File: src/rtl/tinyqv_peri_pkg.sv
// ============================================================================
// tinyqv_peri_pkg : shared peripheral constants for the TinyQV UART block
// Revision 1.0 : initial release
// ============================================================================
`default_nettype none

package tinyqv_peri_pkg;
  localparam logic [3:0] PERI_UART          = 4'h4;
  localparam logic [3:0] PERI_UART_STATUS   = 4'h5;
  localparam int         UART_RX_FIFO_DEPTH = 4;
endpackage

`default_nettype wire

File: src/rtl/sync_fifo.sv
// ============================================================================
// sync_fifo : byte storage with wrapping pointers and a separately tracked level
// Revision 1.0 : initial release
// ============================================================================
`default_nettype none

module sync_fifo #(
  parameter  int DEPTH = 4,
  localparam int PW    = $clog2(DEPTH),
  localparam int LW    = PW + 1
) (
  input  logic          clk,
  input  logic          rstn,
  input  logic          i_push,
  input  logic          i_pop,
  input  logic          i_clear,
  input  logic [7:0]    i_wdata,
  output logic [7:0]    o_rdata,
  output logic [LW-1:0] o_level,
  output logic [LW-1:0] o_level_next,
  output logic          o_push_taken
);

  localparam logic [LW-1:0] c_depth = LW'(DEPTH);

  logic [7:0]    r_mem [DEPTH];
  logic [PW-1:0] r_wptr;
  logic [PW-1:0] r_rptr;
  logic [LW-1:0] r_level;
  logic          w_push;
  logic          w_pop;

  // Eligibility uses the pre-pop level, so a full FIFO refuses a push even
  // when a pop lands on the same edge.
  assign w_push = i_push && (r_level != c_depth) && !i_clear;
  assign w_pop  = i_pop  && (r_level != '0)      && !i_clear;

  always_comb begin
    o_level_next = r_level;
    if (i_clear)
      o_level_next = '0;
    else if (w_push && !w_pop)
      o_level_next = r_level + LW'(1);
    else if (w_pop && !w_push)
      o_level_next = r_level - LW'(1);
  end

  always_ff @(posedge clk or negedge rstn) begin
    if (!rstn) begin
      r_wptr  <= '0;
      r_rptr  <= '0;
      r_level <= '0;
    end else begin
      r_level <= o_level_next;
      if (i_clear) begin
        r_wptr <= '0;
        r_rptr <= '0;
      end else begin
        if (w_push) r_wptr <= r_wptr + PW'(1);
        if (w_pop)  r_rptr <= r_rptr + PW'(1);
      end
    end
  end

  always_ff @(posedge clk) begin
    if (w_push) r_mem[r_wptr] <= i_wdata;
  end

  assign o_rdata      = (r_level != '0) ? r_mem[r_rptr] : 8'h00;
  assign o_level      = r_level;
  assign o_push_taken = w_push;

endmodule

`default_nettype wire

File: src/rtl/uart_rx_fifo.sv
// ============================================================================
// uart_rx_fifo : receive FIFO between uart_rx and the CPU read port
//   Optional flow control enabled by macro UART_RX_FIFO_RTS_EN.
// Revision 1.0 : initial release
// ============================================================================
`default_nettype none

module uart_rx_fifo
  import tinyqv_peri_pkg::*;
#(
  parameter  int DEPTH     = UART_RX_FIFO_DEPTH,
  parameter  int RTS_LEVEL = DEPTH - 1,
  localparam int LW        = $clog2(DEPTH) + 1
) (
  input  logic          clk,
  input  logic          rstn,
  input  logic          in_valid,
  input  logic [7:0]    in_data,
  output logic          in_read,
  input  logic          rd_req,
  input  logic          clear,
  output logic [7:0]    rd_data,
  output logic          not_empty,
  output logic [LW-1:0] level,
  output logic          rts
);

  logic          r_rst_done;
  logic          r_in_read;
  logic          r_not_empty;
  logic          w_push_req;
  logic          w_push_taken;
  logic [LW-1:0] w_level_next;

  // The acknowledge pulse masks the still-high in_valid so one byte is taken once.
  assign w_push_req = in_valid && !r_in_read && r_rst_done;

  sync_fifo #(
    .DEPTH (DEPTH)
  ) u_fifo (
    .clk          (clk),
    .rstn         (rstn),
    .i_push       (w_push_req),
    .i_pop        (rd_req),
    .i_clear      (clear),
    .i_wdata      (in_data),
    .o_rdata      (rd_data),
    .o_level      (level),
    .o_level_next (w_level_next),
    .o_push_taken (w_push_taken)
  );

  always_ff @(posedge clk or negedge rstn) begin
    if (!rstn) begin
      r_rst_done  <= 1'b0;
      r_in_read   <= 1'b0;
      r_not_empty <= 1'b0;
    end else begin
      r_rst_done  <= 1'b1;
      r_in_read   <= w_push_taken;
      r_not_empty <= (w_level_next != '0);
    end
  end

  assign in_read   = r_in_read;
  assign not_empty = r_not_empty;

`ifdef UART_RX_FIFO_RTS_EN
  localparam logic [LW-1:0] c_rts_level = LW'(RTS_LEVEL);

  logic r_rts;

  always_ff @(posedge clk or negedge rstn) begin
    if (!rstn) r_rts <= 1'b0;
    else       r_rts <= (w_level_next >= c_rts_level);
  end

  assign rts = r_rts;
`else
  assign rts = 1'b0;
`endif

endmodule

`default_nettype wire

File: config.mk
export PLATFORM = sky130hd
export DESIGN_NAME = uart_rx_fifo
export DESIGN_NICKNAME = d
export VERILOG_FILES = /design/src/rtl/tinyqv_peri_pkg.sv /design/src/rtl/sync_fifo.sv /design/src/rtl/uart_rx_fifo.sv
export SDC_FILE = /design/constraint.sdc
export NUM_CORES = 1
export LEC_CHECK = 0
export ABC_CLOCK_PERIOD_IN_PS = 2400
export CAP_MARGIN = 20
export CORE_MARGIN = 2
export CORE_UTILIZATION = 55
export CTS_CLUSTER_DIAMETER = 40
export DETAILED_ROUTE_END_ITERATION = 6
export DONT_BUFFER_PORTS = 1
export MAX_ROUTING_LAYER = met4
export PLACE_DENSITY = 0.7
export SLEW_MARGIN = 15
export SYNTH_ARGS = -nofsm -noshare
export SYNTH_HDL_FRONTEND = slang
export SYNTH_SLANG_ARGS = --single-unit
File: constraint.sdc
create_clock -name clk -period 2.4 [get_ports clk]
set_input_delay 0.12 -clock clk [delete_from_list [all_inputs] [get_ports clk]]
set_output_delay 0.12 -clock clk [all_outputs]
set_load 0.05 [all_outputs]
## Word level (Yosys, flattened, before mapping)

Memories as Yosys holds them, arrays and structs flattened.
Index checks and enable logic that the tools add are counted.

| cells by class | value |
|---|---|
| eq/ne operators | 1 |
| reductions and logical operators | 16 |
| multiplexer cells | 10 |
| $add $sub $neg | 4 |

Operator list:

| operator | number |
|---|---|
| $mux 3 | 3 |
| $logic_and 1x1->1 | 8 |
| $mux 2 | 4 |
| $mux 8 | 1 |
| $reduce_bool 3->1 | 2 |
| $add 2x1->2 const B | 2 |
| $logic_not 1->1 | 4 |
| $reduce_bool 2->1 | 2 |
| $add 3x1->3 const B | 1 |
| $ne 3x3->1 const B | 1 |
| $sub 3x1->3 const B | 1 |
| $mux 1 | 2 |

| storage, ports and cells | value |
|---|---|
| flip-flop bits (word level) | 10 |
| bits of input ports | 13 |
| output and inout bits | 14 |
| word-level logic and storage cells | 38 |
| memories kept | 1 |
| RAM bits | 32 |

Memories:

| memory | words | bits a word | read ports | clocked after memory_dff | write ports | line | text |
|---|---|---|---|---|---|---|---|
| u_fifo.r_mem | 4 | 8 | 1 | 0 | 1 | sync_fifo.sv:26 | `logic [7:0] r_mem [DEPTH];` |

## Longest topological paths before layout

| depth | value |
|---|---|
| word-level depth | 11 |
| gate-level depth with buffers | 8 |
| mapped depth without buffers | 7 |

## Cells and area by module

A second synthesis with hierarchy kept.

| second synthesis, totals | value |
|---|---|
| cell total of the unflattened synthesis | 110 |
| area total of the unflattened synthesis | 1,823.0 um^2 |

By module, submodules not included:

| module | times used | sequential area each (um^2) | cells each | area each (um^2) |
|---|---|---|---|---|
| sync_fifo | 1 | 1,136.1 | 102 | 1,717.9 |
| uart_rx_fifo | 1 | 75.1 | 8 | 105.1 |

## Worst setup path after synthesis

Ideal clock, no wire load.

| timing | value |
|---|---|
| path type | reg2reg |
| from | reg u_fifo.r_level[1], in the netlist u_fifo.o_level[1] |
| to | reg r_not_empty, in the netlist not_empty |
| stages on the path, launching flop included | 8 |
| path buffers | 0 |
| arrival | 2,068 ps |
| period minus slack after synthesis | 2,199 ps |
| slack | 201 ps |
| cell sequence | dfrtp_1 > inv_1 > ha_1 > nand2_1 > nand2_1 > maj3_2 > o211a_1 > or3_1 |

| between the ends | value |
|---|---|
| longest elaborated chain between the ends | 9 |
| elaborated cells on any way between the ends | 16 |

RTL lines:

| what | line | text |
|---|---|---|
| from (decl) | sync_fifo.sv:29 | `logic [LW-1:0] r_level;` |
| from (signal assigned) | sync_fifo.sv:54 | `r_level <= o_level_next;` |
| $ne 3x3->1 | sync_fifo.sv:35 | `assign w_push = i_push && (r_level != c_depth) && !i_clear;` |
| $logic_and 1x1->1 (2 in series) | sync_fifo.sv:35 |  |
| $logic_not 1->1 | sync_fifo.sv:44 | `else if (w_pop && !w_push)` |
| $logic_and 1x1->1 | sync_fifo.sv:44 |  |
| $mux 3 | sync_fifo.sv:44 |  |
| $mux 3 (*) | sync_fifo.sv:42 | `else if (w_push && !w_pop)` |
| $mux 3 (*) | sync_fifo.sv:40 | `if (i_clear)` |
| named net u_fifo.o_level_next[1] | sync_fifo.sv:20 | `output logic [LW-1:0] o_level_next,` |
| $reduce_bool 3->1 (*) | uart_rx_fifo.sv:61 | `r_not_empty <= (w_level_next != '0);` |
| to (signal assigned) | uart_rx_fifo.sv:61 |  |
| to (decl) | uart_rx_fifo.sv:30 | `logic r_not_empty;` |

The timed path passes the listed nets; every way through them passes the cells marked *.
A chain may end at the register's enable or synchronous reset.

## Worst setup path in the final report

| timing | value |
|---|---|
| from | reg u_fifo.r_rptr[0] |
| to | out rd_data[5] |

| between the ends | value |
|---|---|
| longest elaborated chain between the ends | 2 |

RTL lines:

| what | line | text |
|---|---|---|
| from (decl) | sync_fifo.sv:28 | `logic [PW-1:0] r_rptr;` |
| from (signal assigned) | sync_fifo.sv:60 | `if (w_pop) r_rptr <= r_rptr + PW'(1);` |
| $mem_v2 4x8 | n/a |  |
| $mux 8 | sync_fifo.sv:69 | `assign o_rdata = (r_level != '0) ? r_mem[r_rptr] : 8'h00;` |
| to (decl) | uart_rx_fifo.sv:22 | `output logic [7:0] rd_data,` |

Every way passes these cells.

==> run_results.csv <==
group,metric,value,unit
outcome,status,"finished clean",
yosys,synth_compound_area_frac,0.0318,
yosys,ys_seq_elements,42,
critical_path,startpoint_type,"flop",
grt,antenna_found_initial,0,
placement,place.gp.congestion,0.716,
pwr,swShare,0.393,
clocking,cts_root_buffer,"clkbuf_4",
clocking,cts_max_level,2,
grt,grt_pass1_wl,4630,microns
yosys,yosys.area_share.simple,0.0940,
placement,placed_cell_area,1890,sq um
pwr,p_int,1310,uW
critical_path,reg2reg_depth,7,
yosys,yosysWarnings,0,
timing,max_freq,0.466,GHz
critical_path,path_class,"flop to output pin",
cells_and_area,area_growth,12.0,%
pwr,leakagePower,0.000780,uW
critical_path,cp_data_required_time,2.28,ns
yosys,synthTopCellsByArea,"edfxtp_1 52%, dfrtp_1 14%, mux4_2 9.7%, ha_1 4.7%, and2_1 2.7%",
hold_path,hold_path.class,"input pin to asynchronous set/reset pin",
critical_path,arrival,2.02,ns
grt,gr-usage-all-layers,0.188,
floorplan,die_w,62.0,microns
yosys,synthAdderAreaFrac,0.0535,
yosys,yosysSeqAreaShare,0.655,
critical_path,rr_endpoint,"not_empty",
yosys,yosysTopAreaCell,"edfxtp_1",
timing,setup_tns,0,ns
critical_path,setup.worst_path.end_class,"output pin",
floorplan,io_pins,27,
yosys,syn_avg_cell_area,16.1,sq um
placement,port_buffers,0,
pwr,power,2160,uW
timing,post-route-min-period,2.14,ns
grt,grt_max_degree,14,
yosys,ys_async_sr_fraction,0.238,
drt,drt_iter0_drc,16,
drt,vias_per_cell,5.33,
yosys,syn_nets,135,
critical_path,r2r_start,"u_fifo.o_level[0]",
pwr,ir_worst_vdd,0.488,mV
drt,wirelength,3080,microns
yosys,synth_cell_types,34,
timing,setup_violations,0,
timing,maxSlewViolCount,0,
floorplan,die_area,3840,sq um
pwr,power_frac_seq,0.435,
clocking,cts_num_sinks,42,
floorplan,initial_core_util,0.563,
cells_and_area,layout-drive-gt1-share,0.176,
yosys,synth.area.mux_share,0.0974,
placement,dp_hpwl,2060,microns
critical_path,crit_fanout,10,
clocking,cts_tree,"built",
timing,fin_ws,0.255,ns
clocking,numCtsBuffers,5,
yosys,synthFlopType,"edfxtp_1",
timing,slew_headroom,0.589,
yosys,synth_cells,115,
placement,pre_cts_ws,0.450,ns
drt,wl_per_cell,17.4,microns
cells_and_area,insertedDiodeCount,0,
yosys,synth_xor_area_frac,0.0264,
grt,grt-ovfl-total,0,
drt,drc,0,
yosys,synth_common_cells,"32 x edfxtp_1, 10 x dfrtp_1, 8 x and2_1, 8 x mux4_2",
timing,grt_setup_unrepaired,"false",
drt,vias,944,
cells_and_area,finalInstanceArea,2070,sq um
clocking,clock_latency,0.35,ns
pwr,power_switching,847,uW
critical_path,r2r_slack,0.43,ns
pwr,p_per_area,1040,nW/um^2
pwr,power.clock.fraction,0.205,
clocking,cts_resized,0,
yosys,syn_area,1850,sq um
floorplan,coreArea,3280,sq um
timing,finalHoldViolations,0,
yosys,yosysMostFrequentCell,"edfxtp_1",
floorplan,die_h,62.0,microns
clocking,clkTransAtPathRegs,0.12,ns
floorplan,std_cell_rows,21,
yosys,synth_top_family_by_area,"multiplexers",
yosys,synth_top_area_share,0.520,
grt,grt_pass1_vias,943,
job,drv_cap,0,
pwr,comb_power_share,0.360,
clocking,cts_buffer_depth,2,
drt,dr.pass1.iters,4,
yosys,synth_edf_count,32,
drt,ant_nets,0,
cells_and_area,layout.nets,150,
timing,tightestPinTransition,0.617,ns
timing,fin_skew,0.00794,ns
timing,timing.final.crit_share,0.894,
[sequential cells by signal, summed over array words and instances (netlist names)]
signal          count
u_fifo.o_level      3
not_empty           1
u_fifo.r_wptr       2
in_read             1
u_fifo.r_rptr       2
r_rst_done          1
u_fifo.r_mem       32
[logic make-up (layout without fill, tap and decap cells)]
family | Yosys count | in the layout
DFF | 42 | 42
and+or+nand+nor | 31 | 31
buffers and inverters | 13 | 29
adders and majority gates | 8 | 8
muxes | 8 | 8
AOI/OAI and AO/OA | 7 | 7
xor gates and xnor gates | 4 | 4
other | 2 | 2
[cells in the final DEF, fill, tap and decap left out, types with 2 or more instances in the layout]
| cell | instances |
|---|---|
| edfxtp_1 | 32 |
| buf_4 | 4 |
| xnor2_1 | 2 |
| inv_1 | 7 |
| conb_1 | 2 |
| dlygate4sd3_1 | 10 |
| nand2_1 | 3 |
| ha_1 | 7 |
| clkbuf_4 | 5 |
| dfrtp_1 | 10 |
| and3_1 | 4 |
| and2_1 | 8 |
| a21oi_1 | 2 |
| nor2_1 | 7 |
| mux4_2 | 8 |
[how the worst max path moves through the flow]
stage	from	to	slack (ns)	cells after the start
global route	u_fifo.r_rptr[0]	rd_data[5]	0.13	2
detailed placement	u_fifo.o_level[0]	not_empty	0.45	7
finish	u_fifo.r_rptr[0]	rd_data[5]	0.26	2
global placement	u_fifo.o_level[2]	u_fifo.r_mem[1][7]	0.54	4
floorplan	u_fifo.o_level[1]	not_empty	0.20	7
CTS	u_fifo.r_rptr[0]	rd_data[6]	0.20	2
[power by group through the flow]
| stage | Clock [uW] | Sequential [uW] | Combinational [uW] |
|---|---|---|---|
| after detailed placement | 0 | 960 | 761 |
| final | 443 | 939 | 776 |
| after global placement | 0 | 955 | 740 |
| after CTS | 452 | 943 | 786 |
| after global routing | 485 | 952 | 833 |
| after floorplan | 0 | 973 | 637 |
[critical path: stages, from the launching register on]
cell	delay, ns
dfrtp_1	0.76
mux4_2	0.58
and2_1	0.34
[per-layer routing]
layer	vias up	share of wire	global-route usage
met2	15	0.54	0.311
met4	0	0.016	0.0729
li1	446	-	-
met5	-	0	-
met3	8	0.041	0.0621
met1	475	0.41	0.210
[area by class of cell]
cell class / count / area (sq um)
Clock buffer: 6 / 41.3
Timing Repair Buffer: 14 / 130
Inverter: 7 / 26.3
Sequential cell: 42 / 1210
Multi-Input combinational cell: 60 / 568
Tap cell: 46 / 57.6
Clock inverter: 2 / 37.5
Fill cell: 247 / 1210
[what timing repair did]
item / CTS / global route
hold buffers: 10 / 0
buffers inserted: 0 / 0
endpoints found under the hold margin: 50 / 0
setup endpoints to repair: 0 / 0
[metrics by stage]
step            util  cells  hold slack, ns
2_1_floorplan      -    115          -0.176
3_3_place_gp   0.576    159          -0.175
3_5_place_dp   0.576    159          -0.175
4_1_cts        0.631    177           0.149
5_1_grt        0.631    177           0.159
6_report       0.631    177           0.147
No activity file was read; power rests on OpenSTA's default activity.
